**src/rtl/mux_scan_sequencer.sv**
```systemverilog
// Scan controller for the 8:1 mux: steps {sel1,sel2,sel3} over all channels, samples z, packs a byte.
// Optional parity output when MUX_SCAN_PARITY_EN is defined.
module mux_scan_sequencer #(
    parameter int unsigned SETTLE_CYCLES = 1,
    parameter bit          MSB_FIRST     = 1'b0
) (
    input  logic       clk_i,
    input  logic       rst_i,
    input  logic       start_i,
    input  logic       abort_i,
    input  logic       z_i,
    output logic       sel1_o,
    output logic       sel2_o,
    output logic       sel3_o,
    output logic       busy_o,
    output logic       done_o,
    output logic [7:0] data_out_o
`ifdef MUX_SCAN_PARITY_EN
    ,
    output logic       parity_o
`endif
);

    typedef enum logic [1:0] {
        IDLE   = 2'd0,
        SETTLE = 2'd1,
        SAMPLE = 2'd2,
        DONE   = 2'd3
    } state_t;

    localparam logic [2:0] FIRST_CH    = MSB_FIRST ? 3'd7 : 3'd0;
    localparam logic [2:0] LAST_CH     = MSB_FIRST ? 3'd0 : 3'd7;
    localparam logic [3:0] SETTLE_INIT = 4'(SETTLE_CYCLES);
    localparam state_t     ENTRY_STATE = (SETTLE_CYCLES == 0) ? SAMPLE : SETTLE;

    state_t     state_q;
    logic [2:0] ch_q;
    logic [2:0] ch_d;
    logic [3:0] cnt_q;
    logic [2:0] sel_q;
    logic       busy_q;
    logic       done_q;
    logic [7:0] shadow_q;
    logic [7:0] shadow_d;
    logic [7:0] data_q;
`ifdef MUX_SCAN_PARITY_EN
    logic       parity_q;
`endif

    assign ch_d = MSB_FIRST ? (ch_q - 3'd1) : (ch_q + 3'd1);

    // Shadow including the sample taken at the current edge, so DONE can publish all 8 bits at once.
    always_comb begin
        shadow_d       = shadow_q;
        shadow_d[ch_q] = z_i;
    end

    always_ff @(posedge clk_i) begin
        if (rst_i) begin
            state_q  <= IDLE;
            ch_q     <= 3'd0;
            cnt_q    <= 4'd0;
            sel_q    <= 3'd0;
            busy_q   <= 1'b0;
            done_q   <= 1'b0;
            shadow_q <= 8'h00;
            data_q   <= 8'h00;
`ifdef MUX_SCAN_PARITY_EN
            parity_q <= 1'b0;
`endif
        end else begin
            done_q <= 1'b0;
            case (state_q)
                IDLE: begin
                    sel_q  <= 3'd0;
                    busy_q <= 1'b0;
                    if (start_i && !abort_i) begin
                        ch_q    <= FIRST_CH;
                        sel_q   <= FIRST_CH;
                        cnt_q   <= SETTLE_INIT;
                        busy_q  <= 1'b1;
                        state_q <= ENTRY_STATE;
                    end
                end
                SETTLE: begin
                    if (abort_i) begin
                        state_q  <= IDLE;
                        sel_q    <= 3'd0;
                        busy_q   <= 1'b0;
                        shadow_q <= 8'h00;
                    end else if (cnt_q <= 4'd1) begin
                        state_q <= SAMPLE;
                    end else begin
                        cnt_q <= cnt_q - 4'd1;
                    end
                end
                SAMPLE: begin
                    if (abort_i) begin
                        state_q  <= IDLE;
                        sel_q    <= 3'd0;
                        busy_q   <= 1'b0;
                        shadow_q <= 8'h00;
                    end else if (ch_q == LAST_CH) begin
                        shadow_q <= shadow_d;
                        data_q   <= shadow_d;
`ifdef MUX_SCAN_PARITY_EN
                        parity_q <= ^shadow_d;
`endif
                        done_q   <= 1'b1;
                        sel_q    <= 3'd0;
                        state_q  <= DONE;
                    end else begin
                        shadow_q <= shadow_d;
                        ch_q     <= ch_d;
                        sel_q    <= ch_d;
                        cnt_q    <= SETTLE_INIT;
                        state_q  <= ENTRY_STATE;
                    end
                end
                DONE: begin
                    // abort and start are both ignored here; the result is already published.
                    state_q <= IDLE;
                    sel_q   <= 3'd0;
                    busy_q  <= 1'b0;
                end
                default: begin
                    state_q <= IDLE;
                    sel_q   <= 3'd0;
                    busy_q  <= 1'b0;
                end
            endcase
        end
    end

    assign {sel1_o, sel2_o, sel3_o} = sel_q;
    assign busy_o                   = busy_q;
    assign done_o                   = done_q;
    assign data_out_o               = data_q;
`ifdef MUX_SCAN_PARITY_EN
    assign parity_o                 = parity_q;
`endif

endmodule

```
**config.mk**
```make
export PLATFORM = sky130hd
export DESIGN_NAME = mux_scan_sequencer
export DESIGN_NICKNAME = d
export VERILOG_FILES = /design/src/rtl/mux_scan_sequencer.sv
export SDC_FILE = /design/constraint.sdc
export NUM_CORES = 1
export LEC_CHECK = 0
export CAP_MARGIN = 20
export CORE_UTILIZATION = 44
export DETAILED_ROUTE_END_ITERATION = 8
export PLACE_DENSITY = 0.76
export SYNTH_ARGS = -nofsm -noshare
export SYNTH_HDL_FRONTEND = slang
export SYNTH_SLANG_ARGS = --single-unit
export TNS_END_PERCENT = 5
```
**constraint.sdc**
```tcl
create_clock -name clk_i -period 2.3 [get_ports clk_i]
set_clock_uncertainty 0.15 [all_clocks]
set_input_delay 0.23 -clock clk_i [delete_from_list [all_inputs] [get_ports clk_i]]
set_output_delay 0.23 -clock clk_i [all_outputs]
set_load 0.01 [all_outputs]
```
==> results of run 1 <==
state kept, by name (all words and copies together) (netlist names):
signal,flops
ch_q,3
data_out_o,8
shadow_q,8
busy_o,1
done_o,1
cnt_q,4
sel_q,3
state_q,2
cells by family (layout without fill, tap and decap cells):
family,after synthesis,after routing,synth area share
multiplexers,18,18,0.122
flip-flops,30,30,0.387
buffers and inverters,17,34,0.0500
adder cells (fa/ha/maj),8,8,0.0645
AO/OA/AOI/OAI,29,29,0.151
AND/OR/NAND/NOR,59,59,0.225
area by class of cell:
cell class	instances	area (µm²)	area share
clock inverters	1	30.0	0.0164
flip-flops and latches	30	601	0.328
inverters	7	26.3	0.0143
well taps	46	57.6	0.0314
repair buffers	20	193	0.105
clock buffers	6	51.3	0.0280
multi-input cells	114	875	0.477
critical path, cell delays in order, from the launching register on:
cell	delay, ps
dfxtp_1	390
inv_1	70
ha_1	240
o21bai_1	300
nor4b_1	390
a21oi_1	120
a311oi_1	240
worst min-delay path by stage:
stage	startpoint	to	slack, ps	depth (start not counted)
2_1_floorplan	rst_i	cnt_q[1]	270	2
3_3_place_gp	data_out_o[2]	data_out_o[2]	330	2
3_5_place_dp	data_out_o[5]	data_out_o[5]	340	2
4_1_cts	data_out_o[7]	data_out_o[7]	360	2
5_1_grt	data_out_o[7]	data_out_o[7]	390	2
6_report	data_out_o[7]	data_out_o[7]	360	2
power by group through the flow:
stage               logic, mW  registers [mW]  clock network (mW)
CTS                     0.194           0.537               0.445
finish                  0.192           0.537               0.437
detailed placement      0.193           0.549                   0
global route            0.215           0.539               0.466
floorplan               0.149           0.548                   0
global placement        0.184           0.548                   0
synthesized netlist by cell type:
| master | count | share of area |
|---|---|---|
| a22o_1 | 1 | 0.0056 |
| o32ai_1 | 1 | 0.0056 |
| o21bai_2 | 1 | 0.0073 |
| inv_1 | 7 | 0.017 |
| nor2_1 | 25 | 0.060 |
| o21ai_1 | 1 | 0.0032 |
| buf_2 | 5 | 0.016 |
| and2_1 | 2 | 0.0081 |
| nor2b_1 | 1 | 0.0040 |
| nand2b_4 | 1 | 0.0089 |
| nor4b_1 | 1 | 0.0056 |
| nand3b_1 | 4 | 0.019 |
| mux2i_1 | 10 | 0.064 |
| nor3_2 | 1 | 0.0064 |
| a21oi_1 | 6 | 0.019 |
| nor4_4 | 1 | 0.014 |
| a22oi_1 | 10 | 0.048 |
| o21ai_0 | 1 | 0.0032 |
| a21boi_1 | 1 | 0.0048 |
| buf_4 | 2 | 0.0097 |
| nor2b_4 | 1 | 0.0089 |
| a2111oi_4 | 1 | 0.018 |
| a311oi_1 | 2 | 0.011 |
| nor4_1 | 1 | 0.0040 |
| and4_1 | 1 | 0.0056 |
| o21bai_1 | 1 | 0.0048 |
| mux2_2 | 8 | 0.058 |
| a221oi_2 | 1 | 0.0097 |
| nand2_1 | 3 | 0.0073 |
| nand2b_1 | 3 | 0.012 |
| or2_2 | 1 | 0.0040 |
| dfxtp_1 | 30 | 0.39 |
| nor3b_4 | 1 | 0.012 |
| and3_1 | 1 | 0.0040 |
| nor3_1 | 6 | 0.019 |
| a32o_1 | 1 | 0.0064 |
| nor3b_1 | 3 | 0.015 |
| a31oi_1 | 1 | 0.0040 |
| clkbuf_1 | 3 | 0.0073 |
| ha_1 | 8 | 0.064 |
| nand3_1 | 2 | 0.0064 |
metal layers:
metal  GRT usage  part of all wire  vias to the layer above
li1            -                 -                      603
met1       0.206              0.45                      557
met2       0.345              0.49                       24
met3      0.0609             0.042                        7
met4      0.0889             0.017                        0
met5           0                 0                        -
through the flow:
stage          setup WS (ps)  utilization  hold WS, ps
2_1_floorplan            574            -          266
3_3_place_gp             323        0.521          325
3_5_place_dp             247        0.521          338
4_1_cts                  292        0.545          363
5_1_grt                 93.7        0.545          386
6_report                 312        0.545          357
==> results.md, run 1 <==
- Resized Gates After CTS: 0
- Kind of critical path: flip-flop to flip-flop
- Drt pass-1 iters: 4
- # H-tree levels: 2
- Critical path arrival: 2090 ps
- Flop pwr share: 0.461
- Final Slew Violations: 0
- Initial antenna violation count: 0
- Total negative slack: 0 ps
- Cell-internal power: 0.859 mW
- Non-filler cells, final: 224
- Fin. Hold Viols: 0
- GR Overflow Total: 0
- Detailed Place HPWL: 2160 µm
- RR Endpoint: cnt_q[3]
- Max-Cap Viols: 0
- DRT antenna net count: 0
- Root buffer cell: clkbuf_4
- Min Clock Period, post-route: 1990 ps
- Final #Nets: 191
- Critical Path Start Type: flip-flop
- Post-Place Cells: 217
- Clock Power Share: 0.375
- Die area: 3770 µm²
- Cell Area, Placed: 1750 µm²
- Clk Latency, worst-skew pair: 330 ps
- Unrepaired setup endpoints after global routing: false
- WP data required: 2400 ps
- Hold buffer count at cts: 0
- Largest net degree at the start of global routing: 33
- Core area: 3360 µm²
- Diode count: 0
- Mapped Avg Cell Area: 9.64 µm²
- Sequential share of the synthesized area: 0.387
- Post-Syn Area: 1550 µm²
- Outcome: finished, final reports clean
- Num CTS Buffers: 5
- #FFs+latches synth: 30
- CTS tree: yes
- Die W: 61.4 µm
- Yosys warning count: 0
- PortBufs: 17
- DRT iter0 DRCs: 82
- Worst r2r src: cnt_q[0]
- # clock sinks: 30
- Relative slew margins: 0.590
- Commonest non-fill, non-tap cell in the layout: dfxtp_1
- Final Setup Violations: 0
- R2R cell count: 6
- Fraction of layout cells with a size suffix above 1: 0.152
- Post-Route WL: 3100 µm
- Unique masters post-synth: 41
- Crit end category: flip-flop
- Worst hold-check path type: flip-flop to flip-flop
- DRC Markers: 0
- Placer congestion estimate: 0.785
- R2r setup slk: 310 ps
- Combinational power share: 0.165
- Net Sw Power: 0.307 mW
- Pwr dens: 636 nW/µm²
- Fin area: 1830 µm²
- Worst-margin pin slew: 610 ps
- Routed length per instance: 13.8 µm
- Ports: 18
- Ratio of final minimum period to clock period: 0.864
- Area Growth Syn to Fin: 18.1%
- CTS clock-pin slew for the worst setup and hold paths: 100 ps
- Tot Pwr: 1.17 mW
- Fmax: 503 MHz
- Setup bufs post-CTS: 0
- Peak VDD IR: 0.000362 V
- Sw Ratio: 0.263
- Layout filler cell count: 336
- Leak: 0.671 nW
- Row count: 21
- Crit Path Max Fanout: 4
- Via Count: 1191
- Gate Count Post-Synth: 161
- Clock Path Buffers: 2
- Vias per cell: 5.32
- Critical Path End: cnt_q[3]
- CP Launch Point: cnt_q[0]
- Gr usage total: 0.192
- Commonest non-fill, non-tap cells in the layout: 30 x dfxtp_1, 25 x nor2_1, 17 x clkdlybuf4s50_1
- Die height: 61.4 µm
- Vias in the first global route: 1209
- Syn Nets: 174
- First-pass GRT wire length: 5160 µm
- Starting density of the core: 0.462
No activity file was read; power rests on OpenSTA's default activity.
==> run 2, diff against run 1 <==
- CORE_UTILIZATION: 44 -> 57
- CTS_BUF_LIST: unset -> sky130_fd_sc_hd__clkbuf_4 sky130_fd_sc_hd__clkbuf_8
- PLACE_DENSITY: 0.76 -> 0.92
==> results.md, run 2 (synthesis results as in run 1) <==
- Worst-path cell chain: inv_1 > ha_1 > nor3_1 > nor4_4 > a21boi_1 > o32ai_1
- GR Overflow Total: 0
- PortBufs: 17
- Worst Hold Depth: 2
- Pwr dens: 600 nW/µm²
- Relative slew margins: 0.546
- Ports: 18
- DRT antenna net count: 0
- Area Growth Syn to Fin: 15.6%
- Vias in the first global route: 1221
- Final Slew Violations: 0
- Setup bufs post-CTS: 0
- Worst Setup Slack, final: 184 ps
- Worst r2r src: state_q[1]
- Crit end category: flip-flop
- Fin. Hold Viols: 0
- Hold_sp: data_out_o[4]
- Total negative slack: 0 ps
- CTS tree: yes
- Min Clock Period, post-route: 2120 ps
- CTS clock-pin slew for the worst setup and hold paths: 100 ps
- Max-Cap Viols: 0
- Die area: 2940 µm²
- Peak VDD IR: 0.000469 V
- Starting density of the core: 0.616
- Initial antenna violation count: 0
- Detailed Place HPWL: 2350 µm
- Routed length per instance: 15.2 µm
- Outcome: finished, final reports clean
- R2r setup slk: 180 ps
- Buf/Inv on CP: 1
- Kind of critical path: flip-flop to flip-flop
- Via Count: 1228
- R2R cell count: 6
- Critical path arrival: 2160 ps
- Num CTS Buffers: 5
- Clk Latency, worst-skew pair: 330 ps
- Worst-margin pin slew: 680 ps
- DRC Markers: 0
- Fraction of layout cells with a size suffix above 1: 0.156
- Commonest non-fill, non-tap cell in the layout: dfxtp_1
- Worst slack at placement: 228 ps
- Worst hold-check path type: flip-flop to flip-flop
- Die height: 54.2 µm
- Commonest non-fill, non-tap cells in the layout: 30 x dfxtp_1, 25 x nor2_1, 17 x clkdlybuf4s50_1
- Die W: 54.2 µm
- Gr usage total: 0.252
- Final Setup Violations: 0
- First-pass GRT wire length: 5150 µm
- Ratio of final minimum period to clock period: 0.920
- Worst path max stage delay: 550 ps
- Largest net degree at the start of global routing: 20
- Vias per cell: 5.88
- Diode count: 0
- DRT iter0 DRCs: 30
- WP data required: 2340 ps
- # clock sinks: 30
- Drt pass-1 iters: 4
- Placer congestion estimate: 0.830
- Row count: 18
- Unrepaired setup endpoints after global routing: false
- Fin util: 0.712
- Root buffer cell: clkbuf_4
- Clock Path Buffers: 2
- Resized Gates After CTS: 0
- CP top delay family: adder cells
- RR Endpoint: cnt_q[1]
- Hold endpoint: data_out_o[4]
- Crit Path Max Fanout: 14
- Leak: 0.665 nW
- Critical Path Start Type: flip-flop
- Hold buffer count at cts: 0
- Tot Pwr: 1.08 mW
- # H-tree levels: 2
- Core area: 2520 µm²
- Fmax: 473 MHz
- Post-Route WL: 3170 µm
- Crit-path slowest cell: ha_1
- Final #Nets: 191
-- run 2: cell types whose count changed in the layout (fill, tap and decap cells not counted), sizes merged --
cell / change
bufinv: -1
clkinv: +1
clkbuf: +1
-- run 2: final cells by class --
class,count,area [µm²]
fill,194,727
sequential,30,601
clock buffer,7,58.8
timing repair buffer,20,193
clock inverter,1,5.00
inverter,7,26.3
multi-input combinational,114,875
tap,30,37.5
-- run 2: how the worst max path moves through the flow --
| stage | endpoint | start | cells after the start |
|---|---|---|---|
| after global routing | data_out_o[6] | state_q[0] | 5 |
| final | cnt_q[1] | state_q[1] | 6 |
| after CTS | cnt_q[1] | state_q[1] | 6 |
| after global placement | data_out_o[0] | ch_q[0] | 5 |
| after floorplan | ch_q[0] | state_q[0] | 6 |
| after detailed placement | cnt_q[1] | state_q[1] | 6 |
-- run 2: metal layers --
metal  share of wire  track usage  vias up
met1            0.42        0.263      593
met2            0.52        0.459       19
met3           0.042       0.0876        7
met4           0.014       0.0897        0
met5               0            0        -
li1                -            -      609
-- run 2: power breakdown --
part / internal [mW] / total [mW] / switching (mW)
logic: 0.0781 / 0.196 / 0.118
clock network: 0.160 / 0.344 / 0.184
registers: 0.529 / 0.537 / 0.00788
-- run 2: through the flow --
step / instance area [µm²] / hold slack [ps] / std cells
floorplan: 1550 / 266 / 161
global placement: 1730 / 327 / 201
detailed placement: 1730 / 333 / 201
CTS: 1800 / 363 / 209
global route: 1800 / 389 / 209
finish: 1800 / 352 / 209
-- run 2: worst reg2reg max path: cells and delay by family (launching register included) --
family | cells | cell delay, ps
adder cells (fa/ha/maj) | 1 | 550
AND/OR/NAND/NOR | 2 | 430
flip-flops | 1 | 340
AO/OA/AOI/OAI | 2 | 410
buffers and inverters | 1 | 90
==> run 3, diff against run 2 <==
- SETUP_SLACK_MARGIN: unset -> 0.2
==> results.md, run 3 (synthesis results as in run 1) <==
- Cell Area, Placed: 1730 µm²
- Clock Path Buffers: 2
- Fraction of layout cells with a size suffix above 1: 0.184
- Gr usage total: 0.252
- Detailed Place HPWL: 2350 µm
- Routed length per instance: 15.6 µm
- Num CTS Buffers: 5
- Initial antenna violation count: 0
- Cell-internal power: 0.771 mW
- Final #Nets: 191
- PortBufs: 17
- Vias in the first global route: 1221
- Worst-margin pin slew: 694 ps
- Non-filler cells, final: 209
- Root buffer cell: clkbuf_4
- Sw Ratio: 0.288
- CTS clock-pin slew for the worst setup and hold paths: 90 ps
- Final Setup Violations: 0
- Post-Route WL: 3260 µm
- Fin area: 1810 µm²
- Clk Latency, worst-skew pair: 330 ps
- # H-tree levels: 2
- Die height: 54.2 µm
- Pwr dens: 597 nW/µm²
- Commonest non-fill, non-tap cells in the layout: 30 x dfxtp_1, 25 x nor2_1, 17 x clkdlybuf4s50_1
- Critical Path Start Type: flip-flop
- Routed met3 length: 140 µm
- Min Clock Period, post-route: 2030 ps
- Ports: 18
- Hold buffer count at cts: 0
- DRT antenna net count: 0
- Ratio of final minimum period to clock period: 0.883
- Core area: 2520 µm²
- Commonest non-fill, non-tap cell in the layout: dfxtp_1
- Outcome: finished, final reports clean
- Max layer used: met4
- DRT iter0 DRCs: 36
- Peak VDD IR: 0.000471 V
- Post-Place Cells: 201
- Critical path arrival: 2070 ps
- Row count: 18
- First-pass GRT wire length: 5150 µm
- Clock Power Share: 0.316
- Combinational power share: 0.187
- # clock sinks: 30
- Relative slew margins: 0.536
- Vias per cell: 5.87
- Area Growth Syn to Fin: 16.7%
- Crit Path Max Fanout: 11
- Largest net degree at the start of global routing: 20
- GR Overflow Total: 0
- Leak: 0.665 nW
- Drt pass-1 iters: 4
- Worst hold-check path type: flip-flop to flip-flop
- Metal2 WL: 1680 µm
- Flop pwr share: 0.497
- Starting density of the core: 0.616
- Total negative slack: 0 ps
- DRC Markers: 0
- Crit end category: flip-flop
- Final Slew Violations: 0
- WP data required: 2340 ps
- Fmax: 492 MHz
- Placer congestion estimate: 0.830
- Worst hold margin: 352 ps
- Die W: 54.2 µm
- CTS tree: yes
- WL met1: 1390 µm
- Max-Cap Viols: 0
- Net Sw Power: 0.312 mW
- Via Count: 1227
- Fin util: 0.718
- Fin. Hold Viols: 0
- Kind of critical path: flip-flop to flip-flop
- Die area: 2940 µm²
- Diode count: 0
- Unrepaired setup endpoints after global routing: true
run 3: timing repair:
action                                 4_1_cts  5_1_grt
setup endpoints to repair                    0       22
endpoints found under the hold margin        0        0
buffers inserted                             0        0
gates resized for setup                      0        5
run 3: worst paths after layout:
check | cells past startpoint | slack (ps) | start | end
max | 6 | 270 | ch_q[0] | cnt_q[1]
min | 2 | 350 | data_out_o[4] | data_out_o[4]
max reg2reg | 6 | 270 | ch_q[0] | cnt_q[1]
min reg2reg | 2 | 350 | data_out_o[4] | data_out_o[4]
run 3: cell type report:
class	count	area (µm²)
clock buffer	7	58.8
clock inverter	1	5.00
fill	191	711
inverter	7	26.3
multi-input combinational	114	891
sequential	30	601
tap	30	37.5
timing repair buffer	20	193
run 3: metrics by stage:
stage,worst slack [ps],total power [mW]
global placement,325,0.732
CTS,212,1.08
floorplan,574,0.697
finish,268,1.08
detailed placement,228,0.743
global route,176,1.13
run 3: routing by layer:
| layer | vias to the layer above | GRT usage |
|---|---|---|
| met5 | - | 0 |
| met4 | 0 | 0.0897 |
| met3 | 7 | 0.0876 |
| met2 | 25 | 0.459 |
| met1 | 587 | 0.263 |
| li1 | 608 | - |
run 3: worst max-delay path, stage by stage (launching register included):
cell and delay, ps:
dfxtp_1 410, ha_1 260, ha_1 210, and2_1 200, nor4_4 300, a21boi_2 260, o32ai_1 100
run 3: power groups by stage:
stage | Sequential [mW] | Combinational (mW) | Clock [mW]
final | 0.538 | 0.202 | 0.342
after CTS | 0.537 | 0.195 | 0.347
after global placement | 0.548 | 0.183 | 0
after global routing | 0.539 | 0.220 | 0.374
after floorplan | 0.548 | 0.149 | 0
after detailed placement | 0.549 | 0.194 | 0
